## src/rtl/rram_pc_sequencer.sv

```systemverilog
// Instruction fetch/dispatch sequencer: walks instruction memory from a start PC,
// pops write operands from the input buffer and hands row/column ops to the array driver.
module rram_pc_sequencer #(
    parameter int INSTRUCTION_SIZE = 32,
    parameter int ADDR_SIZE_IM     = 7,
    parameter int ARRAY_SIZE       = 16
) (
    input  logic                        clk,
    input  logic                        rst,
    input  logic                        enable_PC_IM,
    input  logic [ADDR_SIZE_IM-1:0]     start_PC_IM_address,
    output logic                        im_rd_en,
    output logic [ADDR_SIZE_IM-1:0]     im_addr,
    input  logic [INSTRUCTION_SIZE-1:0] im_rdata,
    input  logic                        ib_empty,
    input  logic [ARRAY_SIZE-1:0]       ib_rdata,
    output logic                        ib_rd_en,
    output logic                        op_valid,
    input  logic                        op_ready,
    output logic [3:0]                  op_code,
    output logic [3:0]                  op_row,
    output logic [3:0]                  op_col,
    output logic [ARRAY_SIZE-1:0]       op_data,
    output logic                        busy,
    output logic                        halted,
    output logic                        error,
    output logic [15:0]                 issue_count
);

    typedef enum logic [2:0] {
        S_IDLE,
        S_FETCH,
        S_WAIT,
        S_DECODE,
        S_ISSUE,
        S_HALT
    } state_t;

    localparam logic [3:0] OPC_NOP     = 4'h0;
    localparam logic [3:0] OPC_WRITE   = 4'h1;
    localparam logic [3:0] OPC_READ    = 4'h2;
    localparam logic [3:0] OPC_COMPUTE = 4'h3;
    localparam logic [3:0] OPC_HALT    = 4'hF;

    state_t                  state_reg, state_next;
    logic [ADDR_SIZE_IM-1:0] pc_reg;
    logic [11:0]             ir_reg;
    logic [3:0]              op_code_reg, op_row_reg, op_col_reg;
    logic [ARRAY_SIZE-1:0]   op_data_reg;
    logic                    error_reg;
    logic [15:0]             issue_count_reg;

    logic [3:0] ir_opcode, ir_row, ir_col;
    assign ir_opcode = ir_reg[11:8];
    assign ir_row    = ir_reg[7:4];
    assign ir_col    = ir_reg[3:0];

    // Only opcode/row/col are kept; the low instruction bits carry nothing.
    logic unused_ir_bits;
    assign unused_ir_bits = ^im_rdata[INSTRUCTION_SIZE-13:0];

    always_ff @(posedge clk or negedge rst) begin
        if (!rst) state_reg <= S_IDLE;
        else      state_reg <= state_next;
    end

    always_comb begin
        state_next = state_reg;
        im_rd_en   = 1'b0;
        ib_rd_en   = 1'b0;
        case (state_reg)
            S_IDLE:  if (enable_PC_IM) state_next = S_FETCH;
            S_FETCH: begin
                if (enable_PC_IM) begin
                    im_rd_en   = 1'b1;
                    state_next = S_WAIT;
                end else begin
                    state_next = S_IDLE;
                end
            end
            S_WAIT:  state_next = S_DECODE;
            S_DECODE: begin
                case (ir_opcode)
                    OPC_NOP:                  state_next = S_FETCH;
                    OPC_READ, OPC_COMPUTE:    state_next = S_ISSUE;
                    OPC_WRITE: begin
                        // Stall here until an operand is available at the buffer head.
                        if (!ib_empty) begin
                            ib_rd_en   = 1'b1;
                            state_next = S_ISSUE;
                        end
                    end
                    default:                  state_next = S_HALT;
                endcase
            end
            S_ISSUE: if (op_ready) state_next = S_FETCH;
            S_HALT:  if (!enable_PC_IM) state_next = S_IDLE;
            default: state_next = S_IDLE;
        endcase
    end

    always_ff @(posedge clk or negedge rst) begin
        if (!rst) begin
            pc_reg          <= '0;
            ir_reg          <= '0;
            op_code_reg     <= '0;
            op_row_reg      <= '0;
            op_col_reg      <= '0;
            op_data_reg     <= '0;
            error_reg       <= 1'b0;
            issue_count_reg <= '0;
        end else begin
            case (state_reg)
                S_IDLE: if (enable_PC_IM) pc_reg <= start_PC_IM_address;
                S_WAIT: ir_reg <= im_rdata[INSTRUCTION_SIZE-1 -: 12];
                S_DECODE: begin
                    case (ir_opcode)
                        OPC_NOP: pc_reg <= pc_reg + 1'b1;
                        OPC_READ, OPC_COMPUTE: begin
                            op_code_reg <= ir_opcode;
                            op_row_reg  <= ir_row;
                            op_col_reg  <= ir_col;
                        end
                        OPC_WRITE: begin
                            if (!ib_empty) begin
                                op_code_reg <= ir_opcode;
                                op_row_reg  <= ir_row;
                                op_col_reg  <= ir_col;
                                op_data_reg <= ib_rdata;
                            end
                        end
                        OPC_HALT: ;
                        default: error_reg <= 1'b1;
                    endcase
                end
                S_ISSUE: begin
                    if (op_ready) begin
                        pc_reg <= pc_reg + 1'b1;
                        if (issue_count_reg != 16'hFFFF)
                            issue_count_reg <= issue_count_reg + 16'd1;
                    end
                end
                default: ;
            endcase
        end
    end

    assign im_addr     = pc_reg;
    assign op_valid    = (state_reg == S_ISSUE);
    assign op_code     = op_code_reg;
    assign op_row      = op_row_reg;
    assign op_col      = op_col_reg;
    assign op_data     = op_data_reg;
    assign busy        = (state_reg != S_IDLE) && (state_reg != S_HALT);
    assign halted      = (state_reg == S_HALT);
    assign error       = error_reg;
    assign issue_count = issue_count_reg;

endmodule
```

## config.mk

```make
export PLATFORM = sky130hd
export DESIGN_NAME = rram_pc_sequencer
export DESIGN_NICKNAME = d
export VERILOG_FILES = /design/src/rtl/rram_pc_sequencer.sv
export SDC_FILE = /design/constraint.sdc
export NUM_CORES = 1
export LEC_CHECK = 0
export ABC_AREA = 1
export CORE_MARGIN = 4
export CORE_UTILIZATION = 45
export CTS_CLUSTER_SIZE = 40
export DETAILED_ROUTE_END_ITERATION = 7
export PLACE_DENSITY = 0.89
export SETUP_SLACK_MARGIN = 0.3
export SLEW_MARGIN = 20
export SYNTH_ARGS = -nofsm -noshare
export SYNTH_HDL_FRONTEND = slang
export SYNTH_SLANG_ARGS = --single-unit
export TNS_END_PERCENT = 50
```

## constraint.sdc

```tcl
create_clock -name clk -period 1.9 [get_ports clk]
set_clock_uncertainty 0.1 [all_clocks]
set_input_delay 0.57 -clock clk [delete_from_list [all_inputs] [get_ports clk]]
set_output_delay 0.57 -clock clk [all_outputs]
set_load 0.05 [all_outputs]
```

==> results of run 1 <==
==> critical path, delay by kind of cell (launching register included) <==
family | cells | cell delay [ns]
simple gates | 2 | 0.33
compound gates | 1 | 0.06
flops | 1 | 0.48
buf+inv | 2 | 0.21
==> Yosys cell counts, drive strengths merged <==
master,n
nand3b,4
o21ai,11
nand4,8
inv,32
a21oi,2
a31o,1
clkinv,1
nor3,1
nand2,224
nor2,36
xnor2,7
dfrtp,67
o211ai,2
or2,1
ha,2
nand3,22
and2b,1
buf,8
==> repair_timing <==
action	CTS	global route
gates cloned	1	0
pin swaps	10	25
endpoints found under the setup margin	59	108
resized for setup	29	64
setup buffers	23	12
==> cell usage in the layout (no fill, tap or decap), types with 3 or more instances in the layout <==
cell type,Yosys,routed
buf_6,4,12
dfrtp_2,0,26
o21ai_2,0,3
clkdlybuf4s50_1,0,36
nand3_4,0,4
nand3b_1,4,4
xnor2_1,7,7
nand2_4,1,8
buf_4,1,39
nand3_1,20,17
o21ai_0,10,7
buf_12,0,60
nand4_1,8,8
nor2_1,32,21
inv_1,29,22
inv_2,3,3
inv_4,0,4
clkinv_4,0,3
nand2_1,216,188
nor2_2,2,8
nand2_2,7,27
clkbuf_8,0,11
nor2_4,2,7
dfrtp_1,67,41
==> metal layers <==
layer / vias to the layer above / share of wire / GRT usage
met3: 12 / 0.077 / 0.0593
met5: - / 0 / 0
met4: 0 / 0.010 / 0.0818
met1: 1731 / 0.37 / 0.269
met2: 170 / 0.54 / 0.429
li1: 1643 / - / -
==> power by group through the flow <==
stage                     logic [mW]  registers, mW  clock network [mW]
after floorplan                 1.39           3.27                   0
after global placement          4.20           2.46                   0
after detailed placement        4.33           2.49                   0
after CTS                       4.89           2.44                1.28
after global routing            5.46           2.56                1.37
final                           5.21           2.51                1.28
==> final cells by class <==
class / instances / share of cell area
clock buffers: 11 / 0.0256
clock inverters: 5 / 0.0102
inverters: 33 / 0.0262
multi-input cells: 323 / 0.288
flip-flops and latches: 67 / 0.289
well taps: 96 / 0.0203
repair buffers: 150 / 0.341
==> worst max path at each step <==
| stage | startpoint | endpoint | slack, ns |
|---|---|---|---|
| after floorplan | state_reg[2] | im_rd_en | 0.1 |
| final | state_reg[1] | busy | -0.20 |
| after global routing | state_reg[2] | ib_rd_en | -0.24 |
| after detailed placement | enable_PC_IM | im_rd_en | -0.32 |
| after CTS | ir_reg[10] | ib_rd_en | -0.19 |
| after global placement | enable_PC_IM | im_rd_en | -0.30 |
==> logic make-up (layout without fill, tap and decap cells) <==
kind of cell	Yosys count	in the layout	share of synthesized area
compound gates	16	16	0.0303
xor+xnor	7	7	0.0185
fa+ha+maj	2	2	0.00756
buf+inv	41	199	0.0582
flops	67	67	0.507
simple gates	297	298	0.379
==> stage by stage <==
| step | util | total power, mW | hold slack, ns |
|---|---|---|---|
| final | 0.847 | 9.00 | 0.112 |
| after CTS | 0.806 | 8.61 | 0.144 |
| after global routing | 0.847 | 9.38 | 0.147 |
| after detailed placement | 0.736 | 6.83 | 0.359 |
| after global placement | 0.736 | 6.66 | 0.354 |
| after floorplan | - | 4.66 | 0.174 |
==> report_table.html, run 1 <==
<table>
<tr><th>Metric</th><th>Value</th></tr>
<tr><th colspan="2">Worst setup path</th></tr>
<tr><td>Required time of the critical path</td><td>approximately 1.2 ns</td></tr>
<tr><td>Largest incremental delay on the critical path</td><td>approximately 0.48 ns</td></tr>
<tr><td>Worst Path Class, Setup</td><td>reg2out</td></tr>
<tr><td>Count of cells along the worst register-to-register path</td><td>6</td></tr>
<tr><td>Critical path endpoint category</td><td>output pin</td></tr>
<tr><td>Launch point of the worst reg-to-reg path</td><td>state_reg[1]</td></tr>
<tr><td>Register-to-Register Setup Slack</td><td>-0.09 ns</td></tr>
<tr><td>Library cell contributing the largest single delay on the critical path</td><td>dfrtp_2</td></tr>
<tr><td>Critical path data arrival time</td><td>about 1.4 ns</td></tr>
<tr><td>Nature of the critical path startpoint</td><td>flip-flop</td></tr>
<tr><td>Maximum fanout along the worst path</td><td>5</td></tr>
<tr><td>Capture point of the worst reg-to-reg path</td><td>im_addr[6]</td></tr>
<tr><td>Crit path cell chain</td><td>nor2_4 &gt; inv_4 &gt; nor2_4 &gt; a21oi_4 &gt; buf_12</td></tr>
<tr><td>Critical path's most frequent cell</td><td>nor2_4</td></tr>
<tr><th colspan="2">Detailed routing</th></tr>
<tr><td>Remaining number of nets flagged by the antenna check after routing</td><td>0</td></tr>
<tr><td>Wirelength, routed</td><td>around 11 mm</td></tr>
<tr><td>Post-detailed-route DRC marker count</td><td>0</td></tr>
<tr><td>Routed len/inst</td><td>about 17 µm</td></tr>
<tr><td>TritonRoute pass-1 iters</td><td>5</td></tr>
<tr><td>Post-DR vias/cell</td><td>about 5.2</td></tr>
<tr><td>DRC violation total after the first TritonRoute iteration</td><td>219</td></tr>
<tr><td>Via total after detailed routing</td><td>3556</td></tr>
<tr><th colspan="2">Placed design</th></tr>
<tr><td>Number of buffer cells added on primary ports</td><td>between 90 and 100</td></tr>
<tr><td>Post-DP Area</td><td>about 5000 µm²</td></tr>
<tr><td>Placed cell count</td><td>between 600 and 700</td></tr>
<tr><td>Half-perimeter wire length after placement</td><td>6.97 mm</td></tr>
<tr><td>Pre-CTS setup slack</td><td>-0.315 ns</td></tr>
<tr><td>Last weighted congestion value of the routability-driven placer</td><td>between 0.8 and 0.9</td></tr>
<tr><th colspan="2">Power</th></tr>
<tr><td>Highest ir drop seen on vdd</td><td>0.971 mV</td></tr>
<tr><td>Flop pwr share</td><td>0.279</td></tr>
<tr><td>Internal power</td><td>between 4 and 5 mW</td></tr>
<tr><td>Net switching power figure</td><td>4.00 mW</td></tr>
<tr><td>Areal power density over the cells</td><td>1520 nW/µm²</td></tr>
<tr><td>Switching portion of total power</td><td>0.445</td></tr>
<tr><td>Leakage power of the design</td><td>2.81 nW</td></tr>
<tr><td>Combinational Power Share</td><td>0.579</td></tr>
<tr><td>Power share of the clock group</td><td>0.142</td></tr>
<tr><th colspan="2">CTS</th></tr>
<tr><td>Clock tree from TritonCTS</td><td>built</td></tr>
<tr><td>Clock transition at the register clock pins on the worst setup and hold paths after CTS</td><td>around 0.090 ns</td></tr>
<tr><td>Insertion delay to the later sink of the worst-skew pair</td><td>~0.35 ns</td></tr>
<tr><td>CTS Root Buffer Type</td><td>clkbuf_8</td></tr>
<tr><td>Buffer levels on the longest clock path</td><td>2</td></tr>
<tr><td>Number of buffers added by the clock tree synthesis step</td><td>9</td></tr>
<tr><td>H-tree depth</td><td>3</td></tr>
<tr><td>Cts hold-fix bufs</td><td>0</td></tr>
<tr><td>Clock Sinks</td><td>67</td></tr>
<tr><th colspan="2">Synthesis</th></tr>
<tr><td>Post-Synthesis Mean Instance Area</td><td>just under 8 µm²</td></tr>
<tr><td>Library cells used by synthesis</td><td>27</td></tr>
<tr><td>Yosys warns</td><td>0</td></tr>
<tr><td>Number of synthesized register bits</td><td>67</td></tr>
<tr><td>Post-synthesis cell type with the largest combined area</td><td>dfrtp_1</td></tr>
<tr><td>Number of instances in the synthesized netlist</td><td>430</td></tr>
<tr><td>Net Count, Synth</td><td>roughly 490</td></tr>
<tr><td>Post-Syn Area</td><td>~3300 µm²</td></tr>
<tr><td>Leading cell types by total area after synthesis</td><td>dfrtp_1 51%, nand2_1 25%, nor2_1 3.6%</td></tr>
<tr><td>Share of the yosys chip area belonging to registers</td><td>0.507</td></tr>
<tr><td>Yosys top cell area share</td><td>0.507</td></tr>
<tr><th colspan="2">STA</th></tr>
<tr><td>Fmax</td><td>477 MHz</td></tr>
<tr><td>Worst slew pin tran</td><td>between 0.8 and 0.9 ns</td></tr>
<tr><td>Unrepaired setup endpoints after global routing</td><td>yes</td></tr>
<tr><td>Final WS setup</td><td>-0.195 ns</td></tr>
<tr><td>Min Tclk post-route</td><td>2.10 ns</td></tr>
<tr><td>Share of the clock period used by the worst path</td><td>1.10</td></tr>
<tr><td>Sum of negative setup slack</td><td>-1.22 ns</td></tr>
<tr><td>Slew Viols, Final</td><td>0</td></tr>
<tr><td>Final hold vios</td><td>0</td></tr>
<tr><td>Slew headroom</td><td>0.439</td></tr>
<tr><td>Final setup violation count</td><td>12</td></tr>
<tr><th colspan="2">Finish</th></tr>
<tr><td>Finished Layout Cells</td><td>between 600 and 700</td></tr>
<tr><td>Fraction of layout instances using a drive strength above 1</td><td>0.394</td></tr>
<tr><td>Fill cells</td><td>roughly 350</td></tr>
<tr><td>Storage element area</td><td>~1700 µm²</td></tr>
<tr><td>Relative area change from synthesis to final layout</td><td>78.7%</td></tr>
<tr><td>Number of antenna repair diodes</td><td>0</td></tr>
<tr><td>Nets@finish</td><td>between 600 and 700</td></tr>
<tr><td>Design area</td><td>between 5000 and 6000 µm²</td></tr>
<tr><td>Footprint of the multi-input gates</td><td>between 1500 and 2000 µm²</td></tr>
<tr><th colspan="2">Run status</th></tr>
<tr><td>Failing checks</td><td>negative setup slack</td></tr>
<tr><td>Status</td><td>finished, violations left</td></tr>
<tr><th colspan="2">Floorplan</th></tr>
<tr><td>Die Height</td><td>about 94 µm</td></tr>
<tr><td>Area of the core region</td><td>about 7000 µm²</td></tr>
<tr><td>Initial cell density of the core</td><td>0.474</td></tr>
<tr><td>Area of the die</td><td>between 8000 and 9000 µm²</td></tr>
<tr><td>Die width</td><td>roughly 94 µm</td></tr>
<tr><td>Number of rows created at floorplan</td><td>30</td></tr>
<tr><td>Count of pins on the block boundary</td><td>~120</td></tr>
<tr><th colspan="2">Global route</th></tr>
<tr><td>Remaining Overflow, GRT</td><td>0</td></tr>
<tr><td>Vias in the first global route</td><td>approximately 3500</td></tr>
<tr><td>Global-route wire length before repair</td><td>~16 mm</td></tr>
<tr><td>Pin count of the biggest net entering global routing</td><td>68</td></tr>
<tr><td>Initial antenna violation count</td><td>0</td></tr>
<tr><td>Total track usage</td><td>0.237</td></tr>
<tr><th colspan="2">Run</th></tr>
<tr><td>Number of max-cap violations</td><td>0</td></tr>
<tr><th colspan="2">Min path</th></tr>
<tr><td>Class of the tightest hold or removal check</td><td>in2async</td></tr>
</table>
(Power assumes the default switching activity.)
==> run 2: changes to the inputs <==
--- a/config.mk
+++ b/config.mk
@@ -5,9 +5,8 @@
 export SDC_FILE = /design/constraint.sdc
 export NUM_CORES = 1
 export LEC_CHECK = 0
-export ABC_AREA = 1
 export CORE_MARGIN = 4
-export CORE_UTILIZATION = 45
+export CORE_UTILIZATION = 44
 export CTS_CLUSTER_SIZE = 40
 export DETAILED_ROUTE_END_ITERATION = 7
 export PLACE_DENSITY = 0.89
==> run 2 against run 1 <==
Compared with the run above: the flow still finishes with violations (negative setup slack); sequential power barely moved; sequential share of layout area down 1.1 points; clock-buffer cell count is 2 higher; critical path type unchanged; critical endpoint is now im_rd_en; largest cell class unchanged.
==> report_table.html, run 2 <==
<table>
<tr><th>Metric</th><th>Value</th></tr>
<tr><th colspan="2">Run status</th></tr>
<tr><td>Status</td><td>finished, violations left</td></tr>
<tr><td>Failing checks</td><td>negative setup slack</td></tr>
<tr><th colspan="2">STA</th></tr>
<tr><td>Final setup violation count</td><td>29</td></tr>
<tr><td>Worst slew pin tran</td><td>about 0.5 ns</td></tr>
<tr><td>Share of the clock period used by the worst path</td><td>1.16</td></tr>
<tr><td>Slew headroom</td><td>0.668</td></tr>
<tr><td>Unrepaired setup endpoints after global routing</td><td>yes</td></tr>
<tr><td>Final WS setup</td><td>-0.313 ns</td></tr>
<tr><td>Min Tclk post-route</td><td>2.21 ns</td></tr>
<tr><td>Final hold vios</td><td>0</td></tr>
<tr><td>Worst hold slack after final layout</td><td>about 0.082 ns</td></tr>
<tr><td>Fmax</td><td>452 MHz</td></tr>
<tr><td>Slew Viols, Final</td><td>0</td></tr>
<tr><th colspan="2">Synthesis</th></tr>
<tr><td>Yosys top cell area share</td><td>0.531</td></tr>
<tr><td>Library cells used by synthesis</td><td>52</td></tr>
<tr><td>Post-Syn Area</td><td>about 3200 µm²</td></tr>
<tr><td>FFs w/ async S/R, synth</td><td>1.00</td></tr>
<tr><td>Yosys warns</td><td>0</td></tr>
<tr><td>Post-synthesis cell type with the largest combined area</td><td>dfrtp_1</td></tr>
<tr><td>Number of instances in the synthesized netlist</td><td>246</td></tr>
<tr><td>Leading cell types by total area after synthesis</td><td>dfrtp_1 53%, mux2_2 11%, mux2_1 3.9%</td></tr>
<tr><td>Commonest cells in the netlist</td><td>67 x dfrtp_1, 31 x mux2_2, 11 x mux2_1, 11 x nand2_1</td></tr>
<tr><td>Post-synth top flop</td><td>dfrtp_1</td></tr>
<tr><td>Post-Synthesis Mean Instance Area</td><td>approximately 13 µm²</td></tr>
<tr><td>Share of the yosys chip area belonging to registers</td><td>0.531</td></tr>
<tr><td>Number of flops mapped to enable cells by yosys</td><td>0</td></tr>
<tr><td>Net Count, Synth</td><td>308</td></tr>
<tr><td>Number of synthesized register bits</td><td>67</td></tr>
<tr><td>Most repeated cell in the gate-level netlist after synthesis</td><td>dfrtp_1</td></tr>
<tr><th colspan="2">Worst setup path</th></tr>
<tr><td>Maximum fanout along the worst path</td><td>8</td></tr>
<tr><td>Required time of the critical path</td><td>about 1.2 ns</td></tr>
<tr><td>Register-to-Register Setup Slack</td><td>-0.11 ns</td></tr>
<tr><td>Capture point of the worst reg-to-reg path</td><td>issue_count[14]</td></tr>
<tr><td>Launching instance or port of the critical path</td><td>state_reg[2]</td></tr>
<tr><td>Critical path endpoint category</td><td>output pin</td></tr>
<tr><td>Nature of the critical path startpoint</td><td>flip-flop</td></tr>
<tr><td>Critical path data arrival time</td><td>between 1.5 and 2 ns</td></tr>
<tr><td>Count of cells along the worst register-to-register path</td><td>6</td></tr>
<tr><td>Launch point of the worst reg-to-reg path</td><td>state_reg[1]</td></tr>
<tr><td>Worst Path Class, Setup</td><td>reg2out</td></tr>
<tr><th colspan="2">CTS</th></tr>
<tr><td>Buffer levels on the longest clock path</td><td>2</td></tr>
<tr><td>Insertion delay to the later sink of the worst-skew pair</td><td>0.35 ns</td></tr>
<tr><td>Clock tree from TritonCTS</td><td>built</td></tr>
<tr><td>Number of buffers added by the clock tree synthesis step</td><td>9</td></tr>
<tr><td>CTS Root Buffer Type</td><td>clkbuf_8</td></tr>
<tr><td>H-tree depth</td><td>3</td></tr>
<tr><td>Clock Sinks</td><td>67</td></tr>
<tr><td>Clock transition at the register clock pins on the worst setup and hold paths after CTS</td><td>approximately 0.080 ns</td></tr>
<tr><th colspan="2">Floorplan</th></tr>
<tr><td>Count of pins on the block boundary</td><td>between 100 and 150</td></tr>
<tr><td>Area of the core region</td><td>between 6000 and 7000 µm²</td></tr>
<tr><td>Number of rows created at floorplan</td><td>30</td></tr>
<tr><td>Die Height</td><td>around 93 µm</td></tr>
<tr><td>Area of the die</td><td>between 8000 and 9000 µm²</td></tr>
<tr><td>Initial cell density of the core</td><td>0.460</td></tr>
<tr><td>Die width</td><td>92.7 µm</td></tr>
<tr><th colspan="2">Power</th></tr>
<tr><td>Net switching power figure</td><td>around 3.6 mW</td></tr>
<tr><td>Internal power</td><td>5.56 mW</td></tr>
<tr><td>Highest ir drop seen on vdd</td><td>~1.2 mV</td></tr>
<tr><td>Flop pwr share</td><td>0.273</td></tr>
<tr><td>Switching portion of total power</td><td>0.395</td></tr>
<tr><td>Leakage power of the design</td><td>between 2 and 3 nW</td></tr>
<tr><td>Power share of the clock group</td><td>0.160</td></tr>
<tr><td>Combinational Power Share</td><td>0.567</td></tr>
<tr><td>Power, Total</td><td>between 9 and 10 mW</td></tr>
<tr><td>Areal power density over the cells</td><td>1500 nW/µm²</td></tr>
<tr><th colspan="2">Placed design</th></tr>
<tr><td>Half-perimeter wire length after placement</td><td>between 6 and 7 mm</td></tr>
<tr><td>Number of buffer cells added on primary ports</td><td>96</td></tr>
<tr><td>Post-DP Area</td><td>between 5000 and 6000 µm²</td></tr>
<tr><td>Pre-CTS setup slack</td><td>-0.441 ns</td></tr>
<tr><td>Last weighted congestion value of the routability-driven placer</td><td>just under 0.9</td></tr>
<tr><td>Placed cell count</td><td>between 400 and 500</td></tr>
<tr><th colspan="2">Finish</th></tr>
<tr><td>Most common library cell in the layout ignoring fill and taps</td><td>buf_12</td></tr>
<tr><td>Number of antenna repair diodes</td><td>0</td></tr>
<tr><td>Commonest cells after routing, fill and taps aside</td><td>61 x buf_12, 44 x dfrtp_1, 35 x clkdlybuf4s50_1</td></tr>
<tr><td>Fill cells</td><td>about 260</td></tr>
<tr><td>Design area</td><td>6140 µm²</td></tr>
<tr><td>Finished Layout Cells</td><td>approximately 510</td></tr>
<tr><td>Fraction of layout instances using a drive strength above 1</td><td>0.626</td></tr>
<tr><td>Nets@finish</td><td>between 400 and 500</td></tr>
<tr><td>Relative area change from synthesis to final layout</td><td>94.5%</td></tr>
<tr><th colspan="2">Detailed routing</th></tr>
<tr><td>Remaining number of nets flagged by the antenna check after routing</td><td>0</td></tr>
<tr><td>Routed len/inst</td><td>between 20 and 25 µm</td></tr>
<tr><td>Post-DR vias/cell</td><td>~5.5</td></tr>
<tr><td>DRC violation total after the first TritonRoute iteration</td><td>about 130</td></tr>
<tr><td>Via total after detailed routing</td><td>2809</td></tr>
<tr><td>Post-detailed-route DRC marker count</td><td>0</td></tr>
<tr><td>Wirelength, routed</td><td>roughly 11 mm</td></tr>
<tr><td>TritonRoute pass-1 iters</td><td>5</td></tr>
<tr><th colspan="2">Run</th></tr>
<tr><td>Number of max-cap violations</td><td>0</td></tr>
<tr><th colspan="2">Min path</th></tr>
<tr><td>Class of the tightest hold or removal check</td><td>in2async</td></tr>
<tr><th colspan="2">Global route</th></tr>
<tr><td>Remaining Overflow, GRT</td><td>0</td></tr>
<tr><td>Total track usage</td><td>0.236</td></tr>
<tr><td>Vias in the first global route</td><td>3003</td></tr>
<tr><td>Pin count of the biggest net entering global routing</td><td>34</td></tr>
<tr><td>Global-route wire length before repair</td><td>between 15 and 20 mm</td></tr>
<tr><td>Initial antenna violation count</td><td>0</td></tr>
</table>
[run 2: cell types whose count changed in the layout (fill, tap and decap cells not counted), moves of 12 or more]
| cell | previous run | this run |
|---|---|---|
| nand2_1 | 188 | 8 |
| mux2_4 | 0 | 27 |
| nand2_2 | 27 | 2 |
| inv_1 | 22 | 5 |
| nor2_1 | 21 | 5 |
| buf_6 | 12 | 24 |
| nand3_1 | 17 | 5 |
[run 2: how the worst max path moves through the flow]
| stage | endpoint | slack (ns) |
|---|---|---|
| global placement | issue_count[14] | -0.40 |
| finish | im_rd_en | -0.31 |
| detailed placement | issue_count[15] | -0.44 |
| floorplan | ib_rd_en | -0.15 |
| global route | op_valid | -0.36 |
| CTS | ib_rd_en | -0.25 |
[run 2: area by class of cell]
cell class	instances	area, µm²	area share
clock inverters	3	67.6	0.0110
repair buffers	160	2160	0.352
well taps	96	120	0.0196
inverters	7	32.5	0.00530
flip-flops and latches	67	1710	0.278
clock buffers	13	179	0.0291
multi-input cells	162	1880	0.306
[run 2: per-stage QoR]
step	TNS [ns]	utilization
after global routing	-4.05	0.894
final	-2.12	0.894
after floorplan	-0.327	-
after CTS	-1.09	0.836
after global placement	-13.62	0.758
after detailed placement	-15.21	0.758
[run 2: cells by family after synthesis]
kind of cell / Yosys count / synth area share
DFF: 67 / 0.531
muxes: 46 / 0.163
and+or+nand+nor: 69 / 0.159
adders and majority gates: 2 / 0.00793
AOI/OAI and AO/OA: 32 / 0.0769
xor gates and xnor gates: 13 / 0.0361
buffers and inverters: 17 / 0.0270
[run 2: what timing repair did]
item | 4_1_cts | 5_1_grt
gates resized for setup | 51 | 61
endpoints found under the setup margin | 99 | 121
hold buffers | 0 | 0
buffers inserted | 17 | 17
gates cloned | 1 | 0
pin swaps | 20 | 24
[run 2: power groups by stage]
stage	Sequential (mW)	Combinational [mW]	Clock (mW)
2_1_floorplan	3.18	1.32	0
3_3_place_gp	2.42	4.00	0
3_5_place_dp	2.46	4.09	0
4_1_cts	2.46	4.38	1.45
5_1_grt	2.56	5.38	1.55
6_report	2.51	5.21	1.47
[run 2: worst max-delay path, cell delays in order (launching register included)]
cell      delay [ns]
dfrtp_1         0.41
buf_4           0.21
nor4bb_4        0.38
buf_12          0.19
[run 2: routing by layer]
metal / wire length [µm] / GRT usage / vias up / part of all wire
met1: 4100 / 0.257 / 1456 / 0.36
li1: - / - / 1215 / -
met3: 586 / 0.0601 / 26 / 0.051
met5: 0 / 0 / - / 0
met2: 6370 / 0.428 / 112 / 0.56
met4: 358 / 0.110 / 0 / 0.031
